**src/rtl/regbank_ctrl_pkg.sv**
```systemverilog
// Shared types, opcode constants, instruction field positions and the
// instruction decode helper for the register-bank sequencer.
package regbank_ctrl_pkg;

    // Sequencer states, binary encoded in the order an instruction visits them
    typedef enum logic [1:0] {
        IDLE   = 2'b00,
        DECODE = 2'b01,
        EXEC   = 2'b10,
        WB     = 2'b11
    } state_t;

    // Opcodes with special meaning; every other op is an immediate-form ALU op
    localparam logic [3:0] OP_RTYPE = 4'b0000;
    localparam logic [3:0] OP_NOP   = 4'b1111;
    localparam logic [3:0] OP_CMP   = 4'b1011;

    // Instruction word layout: [15:12] op, [11:8] rdest, [7:4] ext, [3:0] rsrc
    localparam int OP_MSB    = 15;
    localparam int OP_LSB    = 12;
    localparam int RDEST_MSB = 11;
    localparam int RDEST_LSB = 8;
    localparam int EXT_MSB   = 7;
    localparam int EXT_LSB   = 4;
    localparam int RSRC_MSB  = 3;
    localparam int RSRC_LSB  = 0;

    // Datapath controls derived from one instruction word
    typedef struct packed {
        logic [3:0]  alu_op;
        logic        imm_sel;
        logic [15:0] imm;
        logic        writeback;
        logic        flags;
    } decode_t;

    // Register form takes its ALU function from ext; immediate form uses the
    // op itself. Compares only update flags, NOP touches nothing.
    function automatic decode_t decode_instr(input logic [15:0] ir);
        logic [3:0] op;
        logic [3:0] ext;
        logic [3:0] rsrc;
        decode_t    d;
        op   = ir[OP_MSB:OP_LSB];
        ext  = ir[EXT_MSB:EXT_LSB];
        rsrc = ir[RSRC_MSB:RSRC_LSB];
        d.imm       = {{8{ext[3]}}, ext, rsrc};
        d.alu_op    = 4'b0000;
        d.imm_sel   = 1'b0;
        d.writeback = 1'b0;
        d.flags     = 1'b0;
        if (op == OP_RTYPE) begin
            d.alu_op    = ext;
            d.flags     = 1'b1;
            d.writeback = (ext != OP_CMP);
        end else if (op != OP_NOP) begin
            d.alu_op    = op;
            d.imm_sel   = 1'b1;
            d.flags     = 1'b1;
            d.writeback = (op != OP_CMP);
        end
        return d;
    endfunction

endpackage

```
**src/rtl/reg_sel_decoder.sv**
```systemverilog
// 4-to-16 one-hot register select with enable; purely combinational.
module reg_sel_decoder (
    input  logic [3:0]  i_idx,
    input  logic        i_en,
    output logic [15:0] o_onehot
);

    // One comparator per register; at most one output can be high
    generate
        for (genvar gi = 0; gi < 16; gi++) begin : g_bit
            assign o_onehot[gi] = i_en && (i_idx == 4'(gi));
        end
    endgenerate

endmodule

```
**src/rtl/regbank_ctrl.sv**
```systemverilog
// Four-state sequencer for the 16 x 16-bit register bank and ALU.
// All datapath controls are decoded from the held instruction register, so
// they stay stable through DECODE/EXEC/WB and keep their last value in IDLE.
// Pulses (regEnable, flags_we, done) are qualified by the WB state register,
// so an asynchronous reset removes them in the same instant.
module regbank_ctrl
    import regbank_ctrl_pkg::*;
(
    input  logic        clk,
    input  logic        reset,
    input  logic [15:0] instr,
    input  logic        instr_valid,
    output logic        instr_ready,
    output logic [3:0]  rsrc_sel,
    output logic [3:0]  rdest_sel,
    output logic [3:0]  alu_op,
    output logic        imm_sel,
    output logic [15:0] imm,
    output logic [15:0] regEnable,
    output logic        flags_we,
    output logic        done
);

    state_t      r_state;
    logic [15:0] r_ir;
    decode_t     w_dec;
    logic        w_wb_en;

    // Sequencer and instruction register; IR only loads on an accepted handshake
    always_ff @(posedge clk or negedge reset) begin
        if (!reset) begin
            r_state <= IDLE;
            r_ir    <= 16'h0000;
        end else begin
            case (r_state)
                IDLE: begin
                    if (instr_valid) begin
                        r_ir    <= instr;
                        r_state <= DECODE;
                    end
                end
                DECODE:  r_state <= EXEC;
                EXEC:    r_state <= WB;
                WB:      r_state <= IDLE;
                default: r_state <= IDLE;
            endcase
        end
    end

    // Decode of the held instruction; an all-zero IR yields all-zero controls
    always_comb begin
        w_dec = decode_instr(r_ir);
    end

    assign instr_ready = (r_state == IDLE);
    assign done        = (r_state == WB);
    assign flags_we    = (r_state == WB) && w_dec.flags;
    assign w_wb_en     = (r_state == WB) && w_dec.writeback;

    assign rdest_sel = r_ir[RDEST_MSB:RDEST_LSB];
    assign rsrc_sel  = r_ir[RSRC_MSB:RSRC_LSB];
    assign alu_op    = w_dec.alu_op;
    assign imm_sel   = w_dec.imm_sel;
    assign imm       = w_dec.imm;

    reg_sel_decoder u_reg_sel (
        .i_idx    (r_ir[RDEST_MSB:RDEST_LSB]),
        .i_en     (w_wb_en),
        .o_onehot (regEnable)
    );

endmodule

```
**config.mk**
```make
export PLATFORM = sky130hd
export DESIGN_NAME = regbank_ctrl
export DESIGN_NICKNAME = d
export VERILOG_FILES = /design/src/rtl/regbank_ctrl_pkg.sv /design/src/rtl/reg_sel_decoder.sv /design/src/rtl/regbank_ctrl.sv
export SDC_FILE = /design/constraint.sdc
export NUM_CORES = 1
export LEC_CHECK = 0
export CAP_MARGIN = 20
export CORE_ASPECT_RATIO = 1.75
export CORE_MARGIN = 2
export CORE_UTILIZATION = 40
export CTS_BUF_LIST = sky130_fd_sc_hd__clkbuf_4
export DETAILED_ROUTE_END_ITERATION = 12
export GPL_ROUTABILITY_DRIVEN = 0
export PLACE_DENSITY = 0.83
export SKIP_CTS_REPAIR_TIMING = 1
export SLEW_MARGIN = 20
export SYNTH_ARGS = -nofsm -noshare
export SYNTH_HDL_FRONTEND = slang
export SYNTH_HIERARCHICAL = 1
export SYNTH_SLANG_ARGS = --single-unit
```
**constraint.sdc**
```tcl
create_clock -name clk -period 2.3 [get_ports clk]
set_input_delay 0.575 -clock clk [delete_from_list [all_inputs] [get_ports clk]]
set_output_delay 0.575 -clock clk [all_outputs]
set_load 0.01 [all_outputs]
```
* Word level (Yosys, flattened, before mapping)
Index checks and enable logic that the tools add are counted.
** Storage, ports and cells
- Register bits :: 18
- Input bits :: 19
- Output and inout port bits :: 48
** Operators by class
- Eq/ne operators :: 22
- Multiplexer cells :: 7
- Reductions and logical operators :: 22
** Operators with widths (count)
- equality test 4 bit, second input constant :: 8
- logical AND 1 bit :: 18
- equality test 4 x 3 -> 1 bit, second input constant :: 4
- != test 4 bit, second input constant :: 3
- equality test 4 x 2 -> 1 bit, second input constant :: 2
- zero test 4 bit :: 2
- one-hot mux 2 bit (4 select lines) :: 1
- two-way mux 2 bit :: 3
- two-way mux 5 bit :: 1
- equality test 2 bit, second input constant :: 2
- equality test 4 x 1 -> 1 bit, second input constant :: 1
- two-way mux 4 bit :: 1
- equality test 2 x 1 -> 1 bit, second input constant :: 1
- zero test 2 bit :: 1
- != test 2 bit, second input constant :: 1
- AND reduction 2 bit :: 1
- two-way mux 1 bit :: 1

* Depth between registers and ports, before layout
- Depth after elaboration :: 5
- Gate-level depth with buffers :: 5

* Hierarchy
Netlist, hierarchy kept.
** By module, submodules not included
- regbank_ctrl :: instances 1, cells each 95, area each 1097.3 um^2, sequential area each 450.4 um^2
- reg_sel_decoder :: instances 1, cells each 23, area each 117.6 um^2, sequential area each 0.0 um^2

* Worst setup path after synthesis
OpenSTA, ideal clock, no wires.
- Path type :: reg-to-output
- Start :: register r_ir[14]
- End :: output port regEnable[1]
- Arrival :: 1.518 ns
- Required time :: 1.725 ns
- Slack :: 0.207 ns
- Stages on the path, launching flop included :: 6
- Cell sequence :: dfrtp_1 -> buf_6 -> or4_4 -> o211a_1 -> or3b_4 -> nor2_1
** Between the ends
- Longest elaborated chain between the ends :: 5
** Ends and longest elaborated chain
- start: declaration :: line regbank_ctrl.sv:25 : logic [15:0] r_ir;
- start signal: assignment :: line regbank_ctrl.sv:38 : r_ir <= instr;
- != test 4 bit, on equally long branches :: line regbank_ctrl_pkg.sv:60, regbank_ctrl_pkg.sv:56
- two-way mux 2 bit :: line regbank_ctrl_pkg.sv:56 : end else if (op != OP_NOP) begin
- two-way mux 2 bit (*) :: line regbank_ctrl_pkg.sv:52 : if (op == OP_RTYPE) begin
- logical AND 1 bit (*) :: line regbank_ctrl.sv:58 : assign w_wb_en = (r_state == WB) && w_dec.writeback;
- named net w_wb_en :: line regbank_ctrl.sv:27 : logic w_wb_en;
- logical AND 1 bit (*) :: line reg_sel_decoder.sv:11 : assign o_onehot[gi] = i_en && (i_idx == 4'(gi));
- end: declaration :: line regbank_ctrl.sv:19 : output logic [15:0] regEnable,
The timed path passes the listed nets; every way through them passes the cells marked *.

* Worst setup path after layout
- Start :: register r_ir[12]
- End :: output port regEnable[8]
Same word-level chain as after synthesis.

==> run_summary.xml <==
<?xml version="1.0" encoding="UTF-8"?>
<metrics>
  <group name="final_layout">
    <metric name="drive_above_1_share" unit="">0.305</metric>
    <metric name="utilization_after_layout" unit="">0.649</metric>
    <metric name="finish.net_count" unit="">200</metric>
    <metric name="insertedDiodeCount" unit="">0</metric>
    <metric name="post_layout_nonfiller_instances" unit="">205</metric>
    <metric name="synthToLayoutAreaGrowth" unit="%">54.6</metric>
  </group>
  <group name="grt">
    <metric name="first_global_vias" unit="">1074</metric>
    <metric name="grt_pass1_wl" unit="um">4810</metric>
    <metric name="grt_max_degree" unit="">19</metric>
    <metric name="total_grt_overflow" unit="">0</metric>
    <metric name="grt_use_total" unit="">0.183</metric>
    <metric name="initial_antenna_violation_count" unit="">0</metric>
  </group>
  <group name="place">
    <metric name="numPortBuffers" unit="">66</metric>
    <metric name="placed_cells" unit="">196</metric>
    <metric name="detailed_place_hpwl" unit="um">2470</metric>
  </group>
  <group name="power">
    <metric name="irDropWorstVdd" unit="mV">0.794</metric>
    <metric name="power.leakage" unit="nW">0.935</metric>
    <metric name="power.density_cell_area" unit="nW/um2">1380</metric>
  </group>
  <group name="logic_synthesis">
    <metric name="synth_top_family_by_area" unit="">buffers and inverters</metric>
    <metric name="synthesis.yosys.warnings" unit="">6</metric>
    <metric name="yosysMostFrequentCell" unit="">sky130_fd_sc_hd__buf_4</metric>
    <metric name="syn_inst" unit="">118</metric>
    <metric name="netlist.top_cell.by_area" unit="">sky130_fd_sc_hd__dfrtp_1</metric>
    <metric name="synth_fa_ha_area_frac" unit="">0.0309</metric>
    <metric name="synth.avg_cell_area" unit="um2">10.3</metric>
    <metric name="ys.flop_type" unit="">sky130_fd_sc_hd__dfrtp_1</metric>
    <metric name="yosys-mux-area-fraction" unit="">0.158</metric>
    <metric name="synth-xor-area-share" unit="">0</metric>
    <metric name="synth.distinct_cells" unit="">27</metric>
    <metric name="synth_fp_nets" unit="">140</metric>
    <metric name="area_fraction_in_compound_gates_after_synthesis" unit="">0.0484</metric>
    <metric name="largest_cells_by_area_after_synthesis" unit="">sky130_fd_sc_hd__dfrtp_1, sky130_fd_sc_hd__buf_4, sky130_fd_sc_hd__mux2_1, sky130_fd_sc_hd__mux2_2, sky130_fd_sc_hd__nor2_1</metric>
    <metric name="ys_seq_area_frac" unit="">0.371</metric>
    <metric name="synth-async-reset-ratio" unit="">1.00</metric>
    <metric name="postSynthRegisterBits" unit="">18</metric>
    <metric name="synthTopCellsByCount" unit="">sky130_fd_sc_hd__buf_4, sky130_fd_sc_hd__dfrtp_1, sky130_fd_sc_hd__nor2_1</metric>
    <metric name="synthesis.area" unit="um2">1210</metric>
    <metric name="synth_enable_flop_cells" unit="">0</metric>
    <metric name="synth_largest_type_area_fraction" unit="">0.371</metric>
    <metric name="synth-simple-area-share" unit="">0.194</metric>
  </group>
  <group name="floorplan">
    <metric name="design.die.area" unit="um2">3510</metric>
    <metric name="boundaryPins" unit="">67</metric>
    <metric name="chipHeight" unit="um">76.9</metric>
    <metric name="core" unit="um2">2900</metric>
    <metric name="floorplan.die.width" unit="um">45.7</metric>
    <metric name="row_count" unit="">26</metric>
    <metric name="initial_core_util" unit="">0.420</metric>
  </group>
  <group name="clock_network">
    <metric name="clock_latency_on_the_worst_skew_pair" unit="ns">0.28</metric>
    <metric name="cts.htree.levels" unit="">1</metric>
    <metric name="tritoncts_num_sinks" unit="">18</metric>
    <metric name="cts_max_path_bufs" unit="">2</metric>
    <metric name="cts-root-buf" unit="">sky130_fd_sc_hd__clkbuf_4</metric>
    <metric name="tritoncts" unit="">built</metric>
    <metric name="cts-buffers-inserted" unit="">3</metric>
    <metric name="cts_clk_pin_slew_worst_paths" unit="ns">0.10</metric>
  </group>
  <group name="timing">
    <metric name="holdWs" unit="ns">0.551</metric>
    <metric name="fmax" unit="MHz">388</metric>
    <metric name="worst_slew_margin_rel" unit="">0.482</metric>
    <metric name="unrepaired_setup_endpoints_after_global_routing" unit="">true</metric>
    <metric name="hold_viol" unit="">0</metric>
    <metric name="tightest_slew" unit="ns">0.775</metric>
    <metric name="final.min_clock_period" unit="ns">2.58</metric>
    <metric name="setup_viol" unit="">16</metric>
    <metric name="fin_skew" unit="ns">0.00549</metric>
    <metric name="final.period_utilization" unit="">1.12</metric>
    <metric name="timing.final.max_slew_violations" unit="">0</metric>
    <metric name="worst_slack" unit="ns">-0.275</metric>
    <metric name="tns" unit="ns">-2.80</metric>
  </group>
  <group name="critical_path">
    <metric name="critPathCaptureType" unit="">primary output</metric>
    <metric name="timing.setup.critical_path_class" unit="">reg -&gt; out</metric>
    <metric name="worst_ep_required_time" unit="ns">1.73</metric>
    <metric name="arrival" unit="ns">2.00</metric>
    <metric name="cp-start-kind" unit="">flip-flop</metric>
    <metric name="worstPathMaxFanout" unit="">4</metric>
  </group>
  <group name="routing">
    <metric name="dr_total_vias" unit="">1059</metric>
    <metric name="drc" unit="">0</metric>
    <metric name="drt-wirelength-per-cell" unit="um">15.1</metric>
    <metric name="vias_per_cell" unit="">5.17</metric>
    <metric name="initialDrtViolationCount" unit="">20</metric>
    <metric name="drtPass1Iterations" unit="">4</metric>
    <metric name="wirelength" unit="um">3100</metric>
    <metric name="ant_nets" unit="">0</metric>
  </group>
  <group name="run_status">
    <metric name="run_status" unit="">finished, violations left</metric>
    <metric name="failed_checks" unit="">setup timing</metric>
  </group>
  <group name="hold_path">
    <metric name="hold_path.class" unit="">reg -&gt; reg</metric>
  </group>
  <group name="run">
    <metric name="drv.max_cap_violation_count" unit="">0</metric>
  </group>
</metrics>
## metrics by stage
stage | cell area (um2) | power, mW | setup slack (ns)
2_1_floorplan | 1210 | 1.72 | 0.207
3_3_place_gp | 1790 | 2.29 | -0.208
3_5_place_dp | 1790 | 2.37 | -0.270
4_1_cts | 1820 | 2.53 | -0.599
5_1_grt | 1880 | 2.79 | -0.333
6_report | 1880 | 2.60 | -0.275
## kinds of logic after synthesis
family                     Yosys count
AOI/OAI and AO/OA                    7
and+or+nand+nor                     41
muxes                               17
adders and majority gates            3
buffers and inverters               32
DFF                                 18
## layout make-up
class | count | area (um2)
timing repair buffer | 84 | 772
sequential | 18 | 450
multi-input combinational | 68 | 583
fill | 225 | 1020
tap | 28 | 35.0
clock inverter | 1 | 3.75
clock buffer | 3 | 22.5
inverter | 3 | 11.3
## worst paths after layout
check                      startpoint      endpoint  slack, ns  cells after the start
min                           r_ir[1]       r_ir[1]       0.55                      1
min reg2reg                   r_ir[1]       r_ir[1]       0.55                      1
max                          r_ir[12]  regEnable[8]      -0.28                      7
max reg2reg                r_state[0]       r_ir[9]       0.58                      6
max in group asynchronous       reset       r_ir[4]       1.08                      1
min in group asynchronous       reset       r_ir[9]       0.73                      1
## flip-flops by register name, indices dropped and copies added (netlist names)
name and flops:
r_ir 16, r_state 2
## where the power goes
group	switching (mW)	internal, mW
combinational	0.755	1.05
sequential	0.161	0.481
clock	0.0907	0.0630
total	1.01	1.59
## per-layer routing
metal | up-vias | GRT usage | part of all wire
li1 | 498 | - | -
met1 | 516 | 0.181 | 0.35
met2 | 41 | 0.337 | 0.58
met3 | 4 | 0.0306 | 0.052
met4 | 0 | 0.0853 | 0.018
met5 | - | 0 | 0
## cell usage in the layout (no fill, tap or decap), drive strengths merged, types with 2 or more instances in the layout
cell / n
mux2: 17
ha: 3
inv: 3
nor4b: 3
nand3b: 2
dfrtp: 18
nor3: 4
clkbuf: 9
buf: 25
dlymetal6s2s: 10
and2: 2
a211o: 3
nor2: 14
nand2: 3
nor2b: 2
nand2b: 4
clkdlybuf4s50: 43
o211a: 2
nand3: 2
## worst max-delay path: stages, from the launching register on
cell and delay [ns]:
sky130_fd_sc_hd__dfrtp_1 0.39, sky130_fd_sc_hd__or4_4 0.54, sky130_fd_sc_hd__o211a_4 0.26, sky130_fd_sc_hd__nand3b_1 0.13, sky130_fd_sc_hd__buf_4 0.14, sky130_fd_sc_hd__buf_6 0.08, sky130_fd_sc_hd__nor3_2 0.02, sky130_fd_sc_hd__buf_2 0.15
No activity file was read; power rests on OpenSTA's default activity.
